## src/rtl/traffic_pkg.sv

```systemverilog
// rtl/traffic_pkg.sv - shared light encodings and request-FSM states
// Purpose: constants shared by the country-road sensor front end and its bench.
// Ports: none (package).
package traffic_pkg;

  localparam logic [1:0] RED    = 2'd0;
  localparam logic [1:0] YELLOW = 2'd1;
  localparam logic [1:0] GREEN  = 2'd2;

  typedef enum logic [1:0] {
    IDLE    = 2'd0,
    REQ     = 2'd1,
    SERVE   = 2'd2,
    HOLDOFF = 2'd3
  } req_state_e;

endpackage

```

## src/rtl/cntry_sensor_req_if.sv

```systemverilog
// rtl/cntry_sensor_req_if.sv - light/request link between controller and country sensor
// Purpose: bundles the controller's light outputs and the car-request returned to it.
// Ports (members):
//   hwy   [1:0]  highway light, driven by the controller
//   cntry [1:0]  country light, driven by the controller
//   x            car request, driven by the sensor front end
interface cntry_sensor_req_if;

  logic [1:0] hwy;
  logic [1:0] cntry;
  logic       x;

  // controller side
  modport master (output hwy, output cntry, input x);
  // sensor side
  modport slave (input hwy, input cntry, output x);

endinterface

```

## src/rtl/sensor_debounce.sv

```systemverilog
// rtl/sensor_debounce.sv - two-flop synchroniser and counter debouncer for the loop detector
// Purpose: brings loop_raw into the clk domain and only updates pres after the synced
//   input has disagreed with it for DEB_CYC consecutive cycles.
// Ports:
//   clk    in   system clock
//   clear  in   asynchronous active-low reset
//   raw    in   raw loop detector, asynchronous, may bounce
//   pres   out  debounced presence (registered)
module sensor_debounce #(
  parameter int DEB_CYC = 4
) (
  input  logic clk,
  input  logic clear,
  input  logic raw,
  output logic pres
);

  localparam int DW = (DEB_CYC > 1) ? $clog2(DEB_CYC) : 1;
  localparam logic [DW-1:0] DEB_LAST = DW'(DEB_CYC - 1);

  logic          s1;
  logic          s2;
  logic [DW-1:0] deb_cnt;

  always_ff @(posedge clk or negedge clear) begin
    if (!clear) begin
      s1      <= 1'b0;
      s2      <= 1'b0;
      pres    <= 1'b0;
      deb_cnt <= '0;
    end else begin
      s1 <= raw;
      s2 <= s1;
      // any agreement restarts the run, so a bounce shorter than DEB_CYC never lands
      if (s2 == pres) begin
        deb_cnt <= '0;
      end else if (deb_cnt == DEB_LAST) begin
        pres    <= s2;
        deb_cnt <= '0;
      end else begin
        deb_cnt <= deb_cnt + DW'(1);
      end
    end
  end

endmodule

```

## src/rtl/cntry_sensor_req.sv

```systemverilog
// rtl/cntry_sensor_req.sv - country-road car-request generator with green cap and hold-off
// Purpose: debounces the country loop detector, latches a car request until the country
//   road is served, caps how long the request can extend a country green, and holds the
//   request off for a while after the country green ends. Flags illegal light combinations.
// Ports:
//   clk       in   system clock, posedge
//   clear     in   asynchronous active-low reset
//   loop_raw  in   raw loop detector, asynchronous, may bounce
//   ctrl      if   slave side of the light/request link (hwy, cntry in; x out)
//   pres      out  debounced vehicle presence
//   car_cnt   out  count of pres rising edges, wrapping
//   err       out  sticky illegal-light flag
module cntry_sensor_req
  import traffic_pkg::*;
#(
  parameter int DEB_CYC     = 4,
  parameter int MAX_GREEN   = 8,
  parameter int HOLDOFF_CYC = 5,
  parameter int CNT_W       = 8
) (
  input  logic               clk,
  input  logic               clear,
  input  logic               loop_raw,
  cntry_sensor_req_if.slave  ctrl,
  output logic               pres,
  output logic [CNT_W-1:0]   car_cnt,
  output logic               err
);

  localparam int GW = $clog2(MAX_GREEN + 1);
  localparam int HW = (HOLDOFF_CYC > 1) ? $clog2(HOLDOFF_CYC) : 1;
  localparam logic [GW-1:0] GREEN_MAX = GW'(MAX_GREEN);
  localparam logic [HW-1:0] HOLD_LAST = HW'(HOLDOFF_CYC - 1);

  req_state_e    state_q;
  req_state_e    state_d;
  logic [GW-1:0] green_cnt;
  logic [GW-1:0] green_d;
  logic [HW-1:0] hold_cnt;
  logic [HW-1:0] hold_d;
  logic          x_d;
  logic          pres_d;
  logic          cntry_green;
  logic          illegal;

  sensor_debounce #(
    .DEB_CYC (DEB_CYC)
  ) u_debounce (
    .clk   (clk),
    .clear (clear),
    .raw   (loop_raw),
    .pres  (pres)
  );

  assign cntry_green = (ctrl.cntry == GREEN);
  assign illegal     = (ctrl.hwy == 2'd3) || (ctrl.cntry == 2'd3) ||
                       ((ctrl.hwy != RED) && (ctrl.cntry != RED));

  always_ff @(posedge clk or negedge clear) begin
    if (!clear) begin
      state_q   <= IDLE;
      green_cnt <= '0;
      hold_cnt  <= '0;
    end else begin
      state_q   <= state_d;
      green_cnt <= green_d;
      hold_cnt  <= hold_d;
    end
  end

  // x depends only on registered values, so it cannot glitch on light changes
  always_comb begin
    state_d = state_q;
    green_d = green_cnt;
    hold_d  = hold_cnt;
    x_d     = 1'b0;
    unique case (state_q)
      IDLE: begin
        // a car arriving while the country road is already green waits here
        if (pres && !cntry_green) state_d = REQ;
      end
      REQ: begin
        // latched: pres falling does not withdraw the request
        x_d = 1'b1;
        if (cntry_green) begin
          state_d = SERVE;
          green_d = '0;
        end
      end
      SERVE: begin
        x_d = pres && (green_cnt < GREEN_MAX);
        if (green_cnt != GREEN_MAX) green_d = green_cnt + GW'(1);
        if (!cntry_green) begin
          state_d = HOLDOFF;
          hold_d  = '0;
        end
      end
      HOLDOFF: begin
        hold_d = hold_cnt + HW'(1);
        if (hold_cnt == HOLD_LAST) begin
          state_d = IDLE;
          hold_d  = '0;
        end
      end
      default: state_d = IDLE;
    endcase
  end

  assign ctrl.x = x_d;

  always_ff @(posedge clk or negedge clear) begin
    if (!clear) begin
      pres_d  <= 1'b0;
      car_cnt <= '0;
      err     <= 1'b0;
    end else begin
      pres_d <= pres;
      if (pres && !pres_d) car_cnt <= car_cnt + CNT_W'(1);
      if (illegal) err <= 1'b1;
    end
  end

endmodule

```

## src/flat_wrapper.sv

```systemverilog
// flat-port wrapper written by rule: the top's interface ports become plain ports
module cntry_sensor_req_flat import traffic_pkg::*;
#(
  parameter int DEB_CYC     = 4,
  parameter int MAX_GREEN   = 8,
  parameter int HOLDOFF_CYC = 5,
  parameter int CNT_W       = 8
)
  (clk, clear, loop_raw, pres, car_cnt, err, ctrl_hwy, ctrl_cntry, ctrl_x);
  cntry_sensor_req_if ctrl_i ();
  input  logic clk;
  input  logic clear;
  input  logic loop_raw;
  output logic pres;
  output logic [CNT_W-1:0] car_cnt;
  output logic err;
  input wire logic [$bits(ctrl_i.hwy)-1:0] ctrl_hwy;
  input wire logic [$bits(ctrl_i.cntry)-1:0] ctrl_cntry;
  output wire logic [$bits(ctrl_i.x)-1:0] ctrl_x;
  assign ctrl_i.hwy = ctrl_hwy;
  assign ctrl_i.cntry = ctrl_cntry;
  assign ctrl_x = ctrl_i.x;
  cntry_sensor_req #(.DEB_CYC(DEB_CYC), .MAX_GREEN(MAX_GREEN), .HOLDOFF_CYC(HOLDOFF_CYC), .CNT_W(CNT_W)) u_core (.clk(clk), .clear(clear), .loop_raw(loop_raw), .ctrl(ctrl_i), .pres(pres), .car_cnt(car_cnt), .err(err));
endmodule
```

## config.mk

```make
export PLATFORM = sky130hd
export DESIGN_NAME = cntry_sensor_req_flat
export DESIGN_NICKNAME = d
export VERILOG_FILES = /design/src/rtl/traffic_pkg.sv /design/src/rtl/cntry_sensor_req_if.sv /design/src/rtl/sensor_debounce.sv /design/src/rtl/cntry_sensor_req.sv /design/src/flat_wrapper.sv
export SDC_FILE = /design/constraint.sdc
export NUM_CORES = 1
export LEC_CHECK = 0
export ABC_AREA = 0
export BUFFER_PORTS_ARGS = -buffer_cell sky130_fd_sc_hd__buf_2
export CAP_MARGIN = 30
export CORE_ASPECT_RATIO = 1.25
export CORE_MARGIN = 3
export CORE_UTILIZATION = 40
export CTS_CLUSTER_SIZE = 40
export DETAILED_ROUTE_END_ITERATION = 10
export PLACE_DENSITY = 0.61
export REMOVE_ABC_BUFFERS = 1
export SLEW_MARGIN = 20
export SYNTH_ARGS = -nofsm -noshare
export SYNTH_HDL_FRONTEND = slang
export SYNTH_SLANG_ARGS = --single-unit
export TNS_END_PERCENT = 30
```

## constraint.sdc

```tcl
create_clock -name clk -period 1.9 [get_ports clk]
set_input_delay 0 -clock clk [delete_from_list [all_inputs] [get_ports clk]]
set_output_delay 0 -clock clk [all_outputs]
set_load 0.03 [all_outputs]
```

==> flow_metrics.py, run 1 <==
metrics = {
    "outcome": {
        "outcome": "finished, final reports clean",
    },
    "critical_path": {
        "cp_max_fo": 2,
        "crit_arrival_ps": 2050,
        "cp_common_cell": "dlygate4sd3_1",
        "crit_buf_inv": 4,
        "cp_top_family": "buffers and inverters",
        "crit_chain": "dlygate4sd3_1 -> buf_2 -> nor3_1 -> dlygate4sd3_1 -> o21bai_1 -> dlygate4sd3_1",
        "critical_path_class": "in2reg",
        "r2r_setup_slack_ps": 280,
        "cp_slowest_cell": "dlygate4sd3_1",
        "cp-start-kind": "primary input",
        "endpoint_kind": "flip-flop",
        "slowest_delay_ps": 580,
        "crit_required_ps": 2110,
    },
    "routing": {
        "vias_per_cell": 5.25,
        "drt-pass1-iter-count": 4,
        "routed_wl_mm": 2.28,
        "wire_per_inst_um": 13.0,
        "dr.first_iter.drc_count": 26,
        "drc_errors": 0,
        "ant_nets": 0,
        "num_vias": 919,
    },
    "placement": {
        "globalplace.congestion": 0.697,
        "dpl_cell_area_um2": 1380,
        "hpwl_mm": 1.63,
        "io_buffers": 17,
    },
    "clock_tree": {
        "ctsHoldBuffers": 5,
        "cts_resized": 0,
        "cts-htree-levels": 1,
        "postCtsSetupRepairBufs": 0,
        "clk_pin_slew_ps": 140,
        "clockBufferDepth": 2,
        "tritoncts": "done",
        "cts_root_buf": "clkbuf_4",
        "numCtsBuffers": 3,
        "clkLatencyLatePin_ps": 320,
        "clkSinkCount": 24,
    },
    "yosys": {
        "synth_cell_type_count": 35,
        "synth_top_area_share_pct": 48.3,
        "post-synth-top-area-cell": "dfrtp_1",
        "synth.yosys.seq_area_share_pct": 48.3,
        "yosys-top-cells-area": "dfrtp_1 (48%), ha_1 (10%), xnor2_1 (4.2%), mux2_2 (3.6%), nand2_1 (3.0%)",
        "synthArstFlopShare_pct": 100,
        "synth_edf_count": 0,
        "synth_area_um2": 1240,
        "ys.flop_type": "dfrtp_1",
        "yosysMostFrequentCell": "dfrtp_1",
        "yosys_warnings": 0,
        "syn_inst": 113,
        "netlist_top_cells_count": "dfrtp_1 (24), ha_1 (10), nand2_1 (10), inv_1 (8), xnor2_1 (6)",
        "synth_area_per_cell_um2": 11.0,
        "ys_ff_latch": 24,
    },
    "layout": {
        "utilization_pct": 50.3,
        "n_antenna_cell": 0,
        "fin_area_um2": 1480,
        "layout-drive-gt1-share_pct": 20.1,
        "areaGrowthSynthToFinish_pct": 19.3,
        "finalNetCount": 157,
    },
    "sta": {
        "min_period_ps": 1830,
        "skew_ps": 4.21,
        "period_share_pct": 96.4,
        "tightest_slew_ps": 538,
        "finalSetupViolations": 0,
        "final-max-slew-violation-count": 0,
        "tns_ps": 0,
        "slew_headroom_pct": 64.1,
        "hold_violations": 0,
        "rsz0062_at_grt": "no",
        "max_freq_mhz": 546,
    },
    "global_route": {
        "antenna_found_initial": 0,
        "overflow": 0,
        "grt_max_degree": 25,
        "grt_pass1_vias": 935,
        "grt_pass1_wl_mm": 4.07,
        "grt_use_total_pct": 13.5,
    },
    "power": {
        "power_density_nw_per_um2": 1560,
        "p_sw_share_pct": 40.7,
        "leakage_uw": 0.000695,
        "ir_drop_v": 0.000646,
        "p_clk_share_pct": 16.2,
        "intPower_uw": 1370,
        "p_switching_uw": 940,
        "seqPwrFrac_pct": 36.8,
        "comb_power_share_pct": 47.0,
    },
    "die": {
        "io_pins": 18,
        "initial_core_util_pct": 42.2,
        "core_area_um2": 2950,
        "row_count": 22,
        "dieHeight_um": 68.3,
        "die_x_um": 55.9,
        "dieArea_um2": 3820,
    },
    "min_path": {
        "worstHoldPathType": "in2async",
    },
    "job": {
        "cap_violations": 0,
    },
}
flip-flops by register name, indices dropped and copies added (netlist names):
register	count
u_core.hold_cnt	3
u_core.u_debounce.deb_cnt	2
u_core.u_debounce.s2	1
u_core.err	1
u_core.car_cnt	8
u_core.u_debounce.s1	1
u_core.pres_d	1
u_core.state_q	2
u_core.u_debounce.pres	1
u_core.green_cnt	4
routing by layer:
| layer | vias to the layer above | GRT usage (%) | routed length (um) |
|---|---|---|---|
| met5 | - | 0 | 0 |
| met4 | 0 | 5.34 | 23 |
| met3 | 2 | 1.70 | 54 |
| met2 | 10 | 27.2 | 1240 |
| met1 | 457 | 14.4 | 961 |
| li1 | 450 | - | - |
path summary, 6_finish.rpt:
kind,cells after the start,startpoint,to
worst max-delay path,6,ctrl_hwy[1],u_core.err
worst min-delay path,2,clear,u_core.car_cnt[3]
worst max register to register,5,u_core.state_q[1],u_core.green_cnt[0]
worst min register to register,0,u_core.u_debounce.s1,u_core.u_debounce.s2
max in group asynchronous,2,clear,u_core.state_q[1]
min in group clk,4,ctrl_cntry[1],u_core.hold_cnt[2]
layout make-up:
type / count / area (um^2)
flip-flops and latches: 24 / 601
multi-input cells: 79 / 604
repair buffers: 24 / 150
well taps: 36 / 45.0
clock inverters: 1 / 30.0
inverters: 8 / 30.0
fillers: 263 / 1460
clock buffers: 3 / 22.5
power by group through the flow:
stage | sequential, uW | combinational [uW] | clock [uW]
3_3_place_gp | 852 | 1060 | 0
4_1_cts | 850 | 1100 | 384
2_1_floorplan | 966 | 691 | 0
6_report | 851 | 1090 | 374
3_5_place_dp | 863 | 1080 | 0
5_1_grt | 882 | 1230 | 400
per-stage QoR:
stage | hold slack (ps) | total power (uW) | std cells | setup WS (ps)
3_3_place_gp | 15.1 | 1910 | 166 | 347
3_5_place_dp | 21.2 | 1950 | 166 | 292
5_1_grt | 218 | 2520 | 175 | 16.0
6_report | 172 | 2310 | 175 | 68.1
4_1_cts | 176 | 2340 | 175 | 145
2_1_floorplan | -296 | 1660 | 111 | 254
logic make-up (layout without fill, tap and decap cells):
kind of cell               after synthesis  after routing  synth area share [%]
and+or+nand+nor                         35             35                  15.6
DFF                                     24             24                  48.3
buffers and inverters                   10             36                  3.02
AOI/OAI and AO/OA                       19             19                  11.3
muxes                                    6              6                  5.24
xor gates and xnor gates                 8              8                  5.64
adders and majority gates               11             11                  10.9
cell usage in the layout (no fill, tap or decap):
| cell type | synthesis | final |
|---|---|---|
| dfrtp_1 | 24 | 24 |
| buf_2 | 0 | 17 |
| nand2_1 | 10 | 10 |
| ha_1 | 10 | 10 |
| inv_1 | 8 | 8 |
| xnor2_1 | 6 | 6 |
| nand3_1 | 5 | 5 |
| dlygate4sd3_1 | 0 | 5 |
| o21ai_0 | 4 | 4 |
| mux2_2 | 4 | 4 |
| nor2b_1 | 3 | 3 |
| nor3_1 | 3 | 3 |
| nor2_1 | 3 | 3 |
| clkbuf_4 | 0 | 3 |
| and2b_1 | 2 | 2 |
| a22o_1 | 2 | 2 |
| a21oi_1 | 2 | 2 |
| mux2i_1 | 2 | 2 |
| a32oi_1 | 2 | 2 |
| nand4b_1 | 2 | 2 |
| and3_1 | 2 | 2 |
| xor2_1 | 2 | 2 |
| buf_4 | 0 | 2 |
| a31oi_1 | 1 | 1 |
| o21ai_2 | 1 | 1 |
| o2bb2ai_1 | 1 | 1 |
| or4b_1 | 1 | 1 |
| nand2b_1 | 1 | 1 |
| and3b_1 | 1 | 1 |
| o32a_1 | 1 | 1 |
| o221ai_1 | 1 | 1 |
| nor3b_1 | 1 | 1 |
| o211ai_1 | 1 | 1 |
| o32ai_1 | 1 | 1 |
| a2bb2oi_1 | 1 | 1 |
| maj3_1 | 1 | 1 |
| o21bai_1 | 1 | 1 |
| and4_1 | 1 | 1 |
| bufinv_16 | 0 | 1 |
No activity file was read; power rests on OpenSTA's default activity.
==> run 2, diff against run 1 <==
Settings changed: CORE_ASPECT_RATIO 1.25 to 0.8, SETUP_SLACK_MARGIN set to 0.1.
==> flow_metrics.py, run 2 (same netlist as run 1, synthesis figures left out) <==
metrics = {
    "sta": {
        "max_freq_mhz": 612,
        "slew_headroom_pct": 63.8,
        "worst_slack_ps": 267,
        "hold_violations": 0,
        "rsz0062_at_grt": "no",
        "final-max-slew-violation-count": 0,
        "period_share_pct": 85.9,
        "min_period_ps": 1630,
        "skew_ps": 6.23,
        "finalSetupViolations": 0,
        "tightest_slew_ps": 542,
        "tns_ps": 0,
    },
    "clock_tree": {
        "numCtsBuffers": 3,
        "clkLatencyLatePin_ps": 270,
        "cts-htree-levels": 1,
        "clkSinkCount": 24,
        "cts_root_buf": "clkbuf_8",
        "cts_resized": 0,
        "tritoncts": "done",
        "clockBufferDepth": 2,
        "postCtsSetupRepairBufs": 0,
        "ctsHoldBuffers": 2,
        "clk_pin_slew_ps": 90,
    },
    "power": {
        "leakage_uw": 0.000691,
        "power_density_nw_per_um2": 1630,
        "power.total_uw": 2400,
        "ir_drop_v": 0.000830,
    },
    "min_path": {
        "worstHoldPathType": "in2reg",
        "hold_start": "ctrl_hwy[1]",
    },
    "critical_path": {
        "cp_max_fo": 4,
        "cp_slowest_cell": "dfrtp_1",
        "crit_required_ps": 2060,
        "cp_top_family": "flip-flops",
        "crit_chain": "inv_1 -> ha_1 -> and3b_1 -> a2bb2oi_1 -> nor2_1 -> mux2_2",
        "cp-start-kind": "flip-flop",
        "setup.worst_path.start": "u_core.state_q[0]",
        "reg2reg_from": "u_core.state_q[0]",
        "critical_path_class": "reg2reg",
        "slowest_delay_ps": 410,
        "crit_buf_inv": 1,
        "endpoint_kind": "flip-flop",
        "crit_arrival_ps": 1790,
    },
    "die": {
        "io_pins": 18,
        "row_count": 17,
        "dieArea_um2": 3820,
        "initial_core_util_pct": 43.6,
        "dieHeight_um": 55.9,
        "die_x_um": 68.3,
        "core_area_um2": 2850,
    },
    "routing": {
        "vias_per_cell": 5.10,
        "drt-pass1-iter-count": 4,
        "num_vias": 887,
        "wire_per_inst_um": 13.3,
        "dr.first_iter.drc_count": 38,
        "ant_nets": 0,
        "routed_wl_mm": 2.31,
        "drc_errors": 0,
    },
    "placement": {
        "dpl_cell_area_um2": 1380,
        "hpwl_mm": 1.70,
        "globalplace.congestion": 0.756,
        "dp_slack_ps": 288,
        "io_buffers": 17,
    },
    "layout": {
        "fin_area_um2": 1470,
        "areaGrowthSynthToFinish_pct": 18.6,
        "largest_reg_flops": 8,
        "final_cell_mix": "dfrtp_1 (24), buf_2 (17), nand2_1 (10), ha_1 (10), inv_1 (8)",
        "n_antenna_cell": 0,
        "largest-register": "u_core.car_cnt",
        "reg_top3": "u_core.car_cnt x8, u_core.green_cnt x4, u_core.hold_cnt x3",
        "layout_commonest_cell": "dfrtp_1",
        "layout-drive-gt1-share_pct": 20.6,
        "finalNetCount": 154,
    },
    "global_route": {
        "overflow": 0,
        "antenna_found_initial": 0,
        "grt_pass1_wl_mm": 3.80,
        "grt_use_total_pct": 13.0,
        "grt_max_degree": 25,
        "grt_pass1_vias": 817,
    },
    "job": {
        "cap_violations": 0,
    },
    "outcome": {
        "outcome": "finished, final reports clean",
    },
}
==> run 2: changes by cell type in the layout (fill, tap and decap cells not counted), sizes merged <==
| cell | change |
|---|---|
| dlygate4sd3 | -3 |
==> run 2: worst paths after layout <==
check                                             to  slack, ps  cells after the start
worst max-delay path               u_core.state_q[1]        270                      6
worst min-delay path                      u_core.err         10                      3
worst max register to register     u_core.state_q[1]        270                      6
worst min register to register  u_core.u_debounce.s2        370                      0
max in group asynchronous              u_core.pres_d       1300                      2
min in group asynchronous          u_core.car_cnt[5]        240                      2
==> run 2: final cells by class <==
cell class | instances | area, um^2
Multi-Input combinational cell | 79 | 604
Clock inverter | 1 | 30.0
Sequential cell | 24 | 601
Clock buffer | 3 | 41.3
Inverter | 8 | 30.0
Fill cell | 280 | 1380
Tap cell | 38 | 47.5
Timing Repair Buffer | 21 | 120
==> run 2: stage by stage <==
step	hold WS, ps	utilization [%]	std cells
final	9.53	51.7	174
after global routing	49.1	51.7	174
after CTS	12.8	51.7	174
after detailed placement	25.0	48.5	168
after global placement	10.6	48.5	168
after floorplan	-296	-	111
==> run 2: per-layer routing <==
| metal | routed length (um) | GRT usage, % | share of wire (%) | up-vias |
|---|---|---|---|---|
| li1 | - | - | - | 447 |
| met1 | 1160 | 18.3 | 50 | 423 |
| met2 | 1000 | 18.5 | 43 | 15 |
| met3 | 133 | 5.05 | 5.8 | 2 |
| met4 | 13 | 3.12 | 0.56 | 0 |
| met5 | 0 | 0 | 0 | - |
==> run 2: report_power, final <==
group | leakage [uW] | switching (uW) | internal (uW)
clock | 0.0000357 | 163 | 282
combinational | 0.000354 | 625 | 475
sequential | 0.000301 | 166 | 687
==> run 2: worst min-delay path, stage by stage <==
cell and delay [ps]:
buf_2 90, nor3_1 40, o21bai_1 110
